===== src/rtl/biriscv_defs.sv =====
// Shared definitions for the fetch/decode boundary: slot width and the
// layout of one buffered instruction entry.
package biriscv_defs;

  localparam int FETCH_SLOT_W = 32;
  localparam int ENTRY_W      = 3 + 2 * FETCH_SLOT_W;

  typedef struct packed {
    logic                    fault_page;
    logic                    fault_fetch;
    logic                    pred;
    logic [31:0]             pc;
    logic [FETCH_SLOT_W-1:0] instr;
  } fetch_entry_t;

  function automatic fetch_entry_t make_entry(
    input logic [FETCH_SLOT_W-1:0] instr,
    input logic [31:0]             pc,
    input logic                    pred,
    input logic                    fault_fetch,
    input logic                    fault_page
  );
    fetch_entry_t e;
    e.instr       = instr;
    e.pc          = pc;
    e.pred        = pred;
    e.fault_fetch = fault_fetch;
    e.fault_page  = fault_page;
    return e;
  endfunction

endpackage


===== src/rtl/biriscv_fetch_slot_mask.sv =====
// Decides which slots of a fetch packet are real instructions and lists
// their slot indices in program order.
module biriscv_fetch_slot_mask #(
  parameter  int FETCH_WIDTH   = 2,
  parameter  int FETCH_WIDTH_W = 1,
  localparam int IDX_W         = (FETCH_WIDTH_W > 0) ? FETCH_WIDTH_W : 1,
  localparam int CNT_W         = FETCH_WIDTH_W + 1
) (
  input  logic [31:0]                  pc_i,
  input  logic [FETCH_WIDTH-1:0]       pred_i,
  input  logic                         fault_fetch_i,
  input  logic                         fault_page_i,
  output logic [FETCH_WIDTH-1:0]       slot_valid_o,
  output logic [CNT_W-1:0]             push_cnt_o,
  output logic [FETCH_WIDTH*IDX_W-1:0] slot_idx_o
);

  logic [31:0]      word_addr;
  logic [IDX_W-1:0] first_slot;
  logic [IDX_W-1:0] last_slot;
  logic             found;

  assign word_addr = pc_i >> 2;

  // Valid slots always form one contiguous run [first_slot, last_slot].
  always_comb begin
    first_slot = IDX_W'(word_addr & 32'(FETCH_WIDTH - 1));
    last_slot  = IDX_W'(FETCH_WIDTH - 1);
    found      = 1'b0;
    for (int k = 0; k < FETCH_WIDTH; k++) begin
      if (!found && (IDX_W'(k) >= first_slot) && pred_i[IDX_W'(k)]) begin
        last_slot = IDX_W'(k);
        found     = 1'b1;
      end
    end
    if (fault_fetch_i || fault_page_i) begin
      last_slot = first_slot;
    end
  end

  always_comb begin
    slot_valid_o = '0;
    for (int k = 0; k < FETCH_WIDTH; k++) begin
      slot_valid_o[IDX_W'(k)] = (IDX_W'(k) >= first_slot) && (IDX_W'(k) <= last_slot);
    end
  end

  assign push_cnt_o = CNT_W'(last_slot - first_slot) + CNT_W'(1);

  for (genvar n = 0; n < FETCH_WIDTH; n++) begin : g_idx
    assign slot_idx_o[n*IDX_W +: IDX_W] = first_slot + IDX_W'(n);
  end

endmodule


===== src/rtl/biriscv_fetch_queue.sv =====
// Instruction queue between fetch and decode: one entry per valid slot,
// up to NUM_OUT in-order instructions presented per cycle.
module biriscv_fetch_queue
  import biriscv_defs::*;
#(
  parameter int FETCH_WIDTH   = 2,
  parameter int FETCH_WIDTH_W = 1,
  parameter int NUM_OUT       = 2,
  parameter int DEPTH         = 8,
  parameter int DEPTH_W       = 3
) (
  input  logic                          clk_i,
  input  logic                          rst_i,
  input  logic                          fetch_in_valid_i,
  input  logic [32*FETCH_WIDTH-1:0]     fetch_in_instr_i,
  input  logic [31:0]                   fetch_in_pc_i,
  input  logic [FETCH_WIDTH-1:0]        fetch_in_pred_branch_i,
  input  logic                          fetch_in_fault_fetch_i,
  input  logic                          fetch_in_fault_page_i,
  output logic                          fetch_in_accept_o,
  input  logic                          branch_request_i,
  input  logic [NUM_OUT-1:0]            fetch_out_accept_i,
  output logic [NUM_OUT-1:0]            fetch_out_valid_o,
  output logic [32*NUM_OUT-1:0]         fetch_out_instr_o,
  output logic [32*NUM_OUT-1:0]         fetch_out_pc_o,
  output logic [NUM_OUT-1:0]            fetch_out_pred_o,
  output logic [NUM_OUT-1:0]            fetch_out_fault_fetch_o,
  output logic [NUM_OUT-1:0]            fetch_out_fault_page_o,
  output logic [DEPTH_W:0]              level_o
);

  localparam int IDX_W = (FETCH_WIDTH_W > 0) ? FETCH_WIDTH_W : 1;
  localparam int CNT_W = FETCH_WIDTH_W + 1;
  localparam int LVL_W = DEPTH_W + 1;
  localparam int POP_W = $clog2(NUM_OUT + 1);

  fetch_entry_t mem_q [DEPTH];
  fetch_entry_t mem_d [DEPTH];

  logic [DEPTH_W-1:0] rd_ptr_q, rd_ptr_d;
  logic [DEPTH_W-1:0] wr_ptr_q, wr_ptr_d;
  logic [LVL_W-1:0]   level_q,  level_d;

  logic [FETCH_WIDTH-1:0]       slot_valid;
  logic [CNT_W-1:0]             push_cnt;
  logic [FETCH_WIDTH*IDX_W-1:0] slot_idx;
  logic [IDX_W-1:0]             slot_idx_arr [FETCH_WIDTH];
  logic [FETCH_SLOT_W-1:0]      slot_instr   [FETCH_WIDTH];
  logic [IDX_W-1:0]             sidx;

  logic [31:0]        base_pc;
  logic               pkt_fault;
  logic [LVL_W-1:0]   free_cnt;
  logic               push_en;
  logic [NUM_OUT-1:0] lane_valid;
  logic [NUM_OUT-1:0] pop_hit;
  logic [NUM_OUT-1:0] pop_run;
  logic [POP_W-1:0]   pop_cnt;

  biriscv_fetch_slot_mask #(
    .FETCH_WIDTH   (FETCH_WIDTH),
    .FETCH_WIDTH_W (FETCH_WIDTH_W)
  ) u_slot_mask (
    .pc_i          (fetch_in_pc_i),
    .pred_i        (fetch_in_pred_branch_i),
    .fault_fetch_i (fetch_in_fault_fetch_i),
    .fault_page_i  (fetch_in_fault_page_i),
    .slot_valid_o  (slot_valid),
    .push_cnt_o    (push_cnt),
    .slot_idx_o    (slot_idx)
  );

  for (genvar k = 0; k < FETCH_WIDTH; k++) begin : g_slot
    assign slot_instr[k]   = fetch_in_instr_i[k*FETCH_SLOT_W +: FETCH_SLOT_W];
    assign slot_idx_arr[k] = slot_idx[k*IDX_W +: IDX_W];
  end

  assign base_pc   = fetch_in_pc_i & ~32'(FETCH_WIDTH * 4 - 1);
  assign pkt_fault = fetch_in_fault_fetch_i | fetch_in_fault_page_i;

  // Admission uses the pre-pop level and a full packet's worth of space, so
  // a push can never overrun entries still waiting to be read.
  assign free_cnt          = LVL_W'(DEPTH) - level_q;
  assign fetch_in_accept_o = !rst_i && (branch_request_i || (free_cnt >= LVL_W'(FETCH_WIDTH)));
  assign push_en           = fetch_in_valid_i && fetch_in_accept_o && !branch_request_i;

  always_comb begin
    mem_d = mem_q;
    sidx  = '0;
    for (int n = 0; n < FETCH_WIDTH; n++) begin
      sidx = slot_idx_arr[IDX_W'(n)];
      if (push_en && (CNT_W'(n) < push_cnt) && slot_valid[sidx]) begin
        mem_d[wr_ptr_q + DEPTH_W'(n)] = make_entry(
          pkt_fault ? '0 : slot_instr[sidx],
          base_pc + 32'({sidx, 2'b00}),
          pkt_fault ? 1'b0 : fetch_in_pred_branch_i[sidx],
          fetch_in_fault_fetch_i,
          fetch_in_fault_page_i);
      end
    end
  end

  // Only a run of accepts starting at lane 0 pops; a gap ends the run.
  assign pop_hit    = fetch_out_accept_i & lane_valid;
  assign pop_run[0] = pop_hit[0];
  for (genvar j = 1; j < NUM_OUT; j++) begin : g_run
    assign pop_run[j] = pop_run[j-1] & pop_hit[j];
  end
  assign pop_cnt = POP_W'($countones(pop_run));

  always_comb begin
    rd_ptr_d = rd_ptr_q;
    wr_ptr_d = wr_ptr_q;
    level_d  = level_q;
    if (branch_request_i) begin
      rd_ptr_d = '0;
      wr_ptr_d = '0;
      level_d  = '0;
    end else begin
      if (push_en) begin
        wr_ptr_d = wr_ptr_q + DEPTH_W'(push_cnt);
      end
      rd_ptr_d = rd_ptr_q + DEPTH_W'(pop_cnt);
      level_d  = level_q + (push_en ? LVL_W'(push_cnt) : '0) - LVL_W'(pop_cnt);
    end
  end

  always_ff @(posedge clk_i or posedge rst_i) begin
    if (rst_i) begin
      mem_q    <= '{default: '0};
      rd_ptr_q <= '0;
      wr_ptr_q <= '0;
      level_q  <= '0;
    end else begin
      mem_q    <= mem_d;
      rd_ptr_q <= rd_ptr_d;
      wr_ptr_q <= wr_ptr_d;
      level_q  <= level_d;
    end
  end

  for (genvar j = 0; j < NUM_OUT; j++) begin : g_lane
    logic [DEPTH_W-1:0] rd_idx;
    assign rd_idx                     = rd_ptr_q + DEPTH_W'(j);
    assign lane_valid[j]              = LVL_W'(j) < level_q;
    assign fetch_out_valid_o[j]       = lane_valid[j];
    assign fetch_out_instr_o[j*32 +: 32] = mem_q[rd_idx].instr;
    assign fetch_out_pc_o[j*32 +: 32]    = mem_q[rd_idx].pc;
    assign fetch_out_pred_o[j]        = mem_q[rd_idx].pred;
    assign fetch_out_fault_fetch_o[j] = mem_q[rd_idx].fault_fetch;
    assign fetch_out_fault_page_o[j]  = mem_q[rd_idx].fault_page;
  end

  assign level_o = level_q;

endmodule


===== config.mk =====
export PLATFORM = sky130hd
export DESIGN_NAME = biriscv_fetch_queue
export DESIGN_NICKNAME = d
export VERILOG_FILES = /design/src/rtl/biriscv_defs.sv /design/src/rtl/biriscv_fetch_slot_mask.sv /design/src/rtl/biriscv_fetch_queue.sv
export SDC_FILE = /design/constraint.sdc
export NUM_CORES = 1
export LEC_CHECK = 0
export CAP_MARGIN = 20
export CORE_ASPECT_RATIO = 0.75
export CORE_MARGIN = 1.5
export CORE_UTILIZATION = 60
export CTS_CLUSTER_DIAMETER = 150
export CTS_CLUSTER_SIZE = 12
export DETAILED_ROUTE_END_ITERATION = 12
export GPL_ROUTABILITY_DRIVEN = 0
export HOLD_SLACK_MARGIN = 0.15
export PLACE_DENSITY = 0.82
export SYNTH_ARGS = -nofsm -noshare
export SYNTH_HDL_FRONTEND = slang
export SYNTH_SLANG_ARGS = --single-unit

===== constraint.sdc =====
create_clock -name clk_i -period 35 [get_ports clk_i]
set_input_delay 7 -clock clk_i [delete_from_list [all_inputs] [get_ports clk_i]]
set_output_delay 7 -clock clk_i [all_outputs]
set_load 0.02 [all_outputs]

==> impl_results.md <==
* Status: finished clean
* Mapped cell area at 29600 um2
* Synth Instances at ~1700
* Final-stage net count at 2036
* First-pass GRT wire length at 109000 um
* Endpoints failing hold at 0
* Kind of critical path: in2out
* Global route overflow at 0
* Detailed placer's ending HPWL at ~40000 um
* Avg Cell Area, Syn at 17.1 um2
* Dpl cell area at roughly 32000 um2
* Final Non-Filler Cells at around 2600
* Area share of the largest cell type after synthesis at 44.8%
* Count of warnings emitted by yosys at 0
* # IOs at ~250
* Final worst-path cycle share at a little under half
* IO buf count at between 200 and 250
* CP max FO at 17
* Hold Path Class: reg2reg
* Post-synth EDFFs at 0
* Total global-route track usage at between 20% and 30%
* Total negative slack at 0 ns
* Worst Tran Pin Value at 1.15 ns
* Post-route cell area at around 34000 um2
* Post-CTS Resized at 0
* RSZ-0062 raised after global routing: no
* Synth top area cells: dfrtp_1, mux4_2, mux2_4, mux2_1, mux2_2
* Crit path DAT at between 8 and 9 ns
* Vias per cell at 6.49
* DR iter-0 viols at between 1000 and 1500
* Seq cells post-synth at 530
* Starting density of the core at 60.8%
* Rows at 70
* VDD IR max at 53.5 uV
* Area delta synth->final at 13.6%
* Number of iterations in the first detailed-routing pass at 5
* Synth cell types at 36
* Fin util at around 69%
* Drt drc at 0
* Antenna violations before repair at 4
* Placed cells at around 2500
* Via Count at ~17000
* Fmax at about 0.063 GHz
* FILL cells at 3182
* Die X at approximately 260 um
* Final Skew at 0.0179 ns
* Smallest hold slack at around 0.50 ns
* CTS sink cnt at 530
* Slew Limit Headroom at around a quarter
* Fraction of registers with async set/reset at 100%
* Hold buffers post-CTS at 0
* Final count of negative-setup-slack endpoints at 0
* CTS tree: built
* Minimum clock period at between 15 and 20 ns
* Synth area leader: dfrtp_1
* Core area at about 50000 um2
* Reg clk slew, reported paths at 0.06 ns
* Clock root buffer: clkbuf_16
* Post-CTS setup buffer count at 0
* Worst setup SP type: input port
* Final ANT Viol Nets at 0
* Crit. End Element: output pin
* LEAKAGE at between 15 and 20 nW
* CTS HTree Levels at 2
* Max_cap viols at 0
* Register area share after synthesis at between 40% and 50%
* Clock Path Buffers at 3
* Ys flop type: dfrtp_1
* Power Dens Cells at ~61 nW/um2
* Largest net degree at the start of global routing at approximately 190
* DIE HEIGHT at 195 um
* Post-Route WL at approximately 69000 um
* Vias in the first global route at 18200
* Die ar. at ~51000 um2
* Layout cells sized above 1 at 43.0%
* CTS buffer count at 50
* Wirelength per Cell at ~27 um
* CP Data Required Time at between 20 and 30 ns
* Pins Over Slew Limit at 0
* Clock Latency Late Sink at between 0.6 and 0.7 ns
==> synth_stat cells, drive strengths merged, types with 4 or more instances <==
cell / instances
dfrtp: 530
inv: 11
clkbuf: 38
and2: 9
mux4: 260
nand4: 9
buf: 105
mux2: 642
ha: 11
mux2i: 33
nor2: 41
fa: 4
a21oi: 4
nor2b: 6
nand2: 5
==> area by class of cell <==
cell class	instances	area, um2	area share (%)
clock buffers	52	1260	3.74
clock inverters	4	45.0	0.134
inverters	11	48.8	0.145
flip-flops and latches	530	13300	39.5
well taps	648	811	2.41
multi-input cells	1051	15500	46.0
repair buffers	271	2720	8.09
diodes	2	5.00	0.0149
==> routing by layer <==
| layer | vias to the layer above | global-route usage (%) | share of wire, % |
|---|---|---|---|
| li1 | 7028 | - | - |
| met1 | 9070 | 39.9 | 43 |
| met2 | 466 | 44.1 | 48 |
| met3 | 115 | 5.53 | 6.4 |
| met4 | 4 | 8.38 | 2.5 |
| met5 | - | 0 | 0.038 |
==> where the power goes <==
group	total (mW)	internal [mW]	switching, mW	leakage [nW]
combinational	0.829	0.434	0.395	8.01
sequential	0.728	0.668	0.0596	7.28
clock	0.482	0.254	0.228	0.641
total	2.04	1.36	0.682	15.9
==> path summary, 6_finish.rpt <==
kind,start,to,slack (ns),cells past startpoint
min,mem_q[101],mem_q[101],0.50,1
min in group asynchronous,rst_i,wr_ptr_q[1],7.02,2
max in group asynchronous,rst_i,mem_q[176],25.63,4
max reg2reg,level_o[1],mem_q[492],30.71,8
min reg2reg,mem_q[101],mem_q[101],0.50,1
max,branch_request_i,fetch_in_accept_o,19.02,5
==> sequential cells by signal, indices dropped and copies added, names as in the netlist <==
name,count
mem_q,520
level_o,4
rd_ptr_q,3
wr_ptr_q,3
==> worst max-delay path, stage by stage <==
cell	delay (ns)
clkdlybuf4s50_1	0.70
nor3_1	0.34
and4_1	0.34
nor2_1	0.06
clkdlybuf4s50_1	0.54
==> metrics by stage <==
stage,setup WS [ns],power [mW]
after floorplan,13.17,1.29
after global placement,19.04,1.54
after detailed placement,19.04,1.56
after CTS,19.03,2.05
after global routing,18.84,2.12
final,19.02,2.04
==> cell usage in the layout (no fill, tap or decap), types with 4 or more instances in the layout <==
cell type and instances:
buf_4 25, dfrtp_1 527, nand4_1 5, inv_1 10, and2_1 9, nor2b_1 6, mux2_2 145, nand2_1 5
nand4_4 4, mux2_4 323, fa_1 4, clkdlybuf4s50_1 239, mux4_2 260, mux2i_1 33, conb_1 4, a21oi_1 4
ha_1 10, mux2_1 174, nor2_1 41, clkbuf_16 50, buf_12 4
==> logic make-up after synthesis <==
group,count (synthesis),synth area share (%)
DFF,530,44.8
AOI/OAI and AO/OA,11,0.228
buffers and inverters,154,3.23
and+or+nand+nor,81,1.41
xor gates and xnor gates,5,0.148
adders and majority gates,15,0.736
muxes,935,49.4
other,1,0.0127
Note: power is estimated with default switching activity, not from simulation.
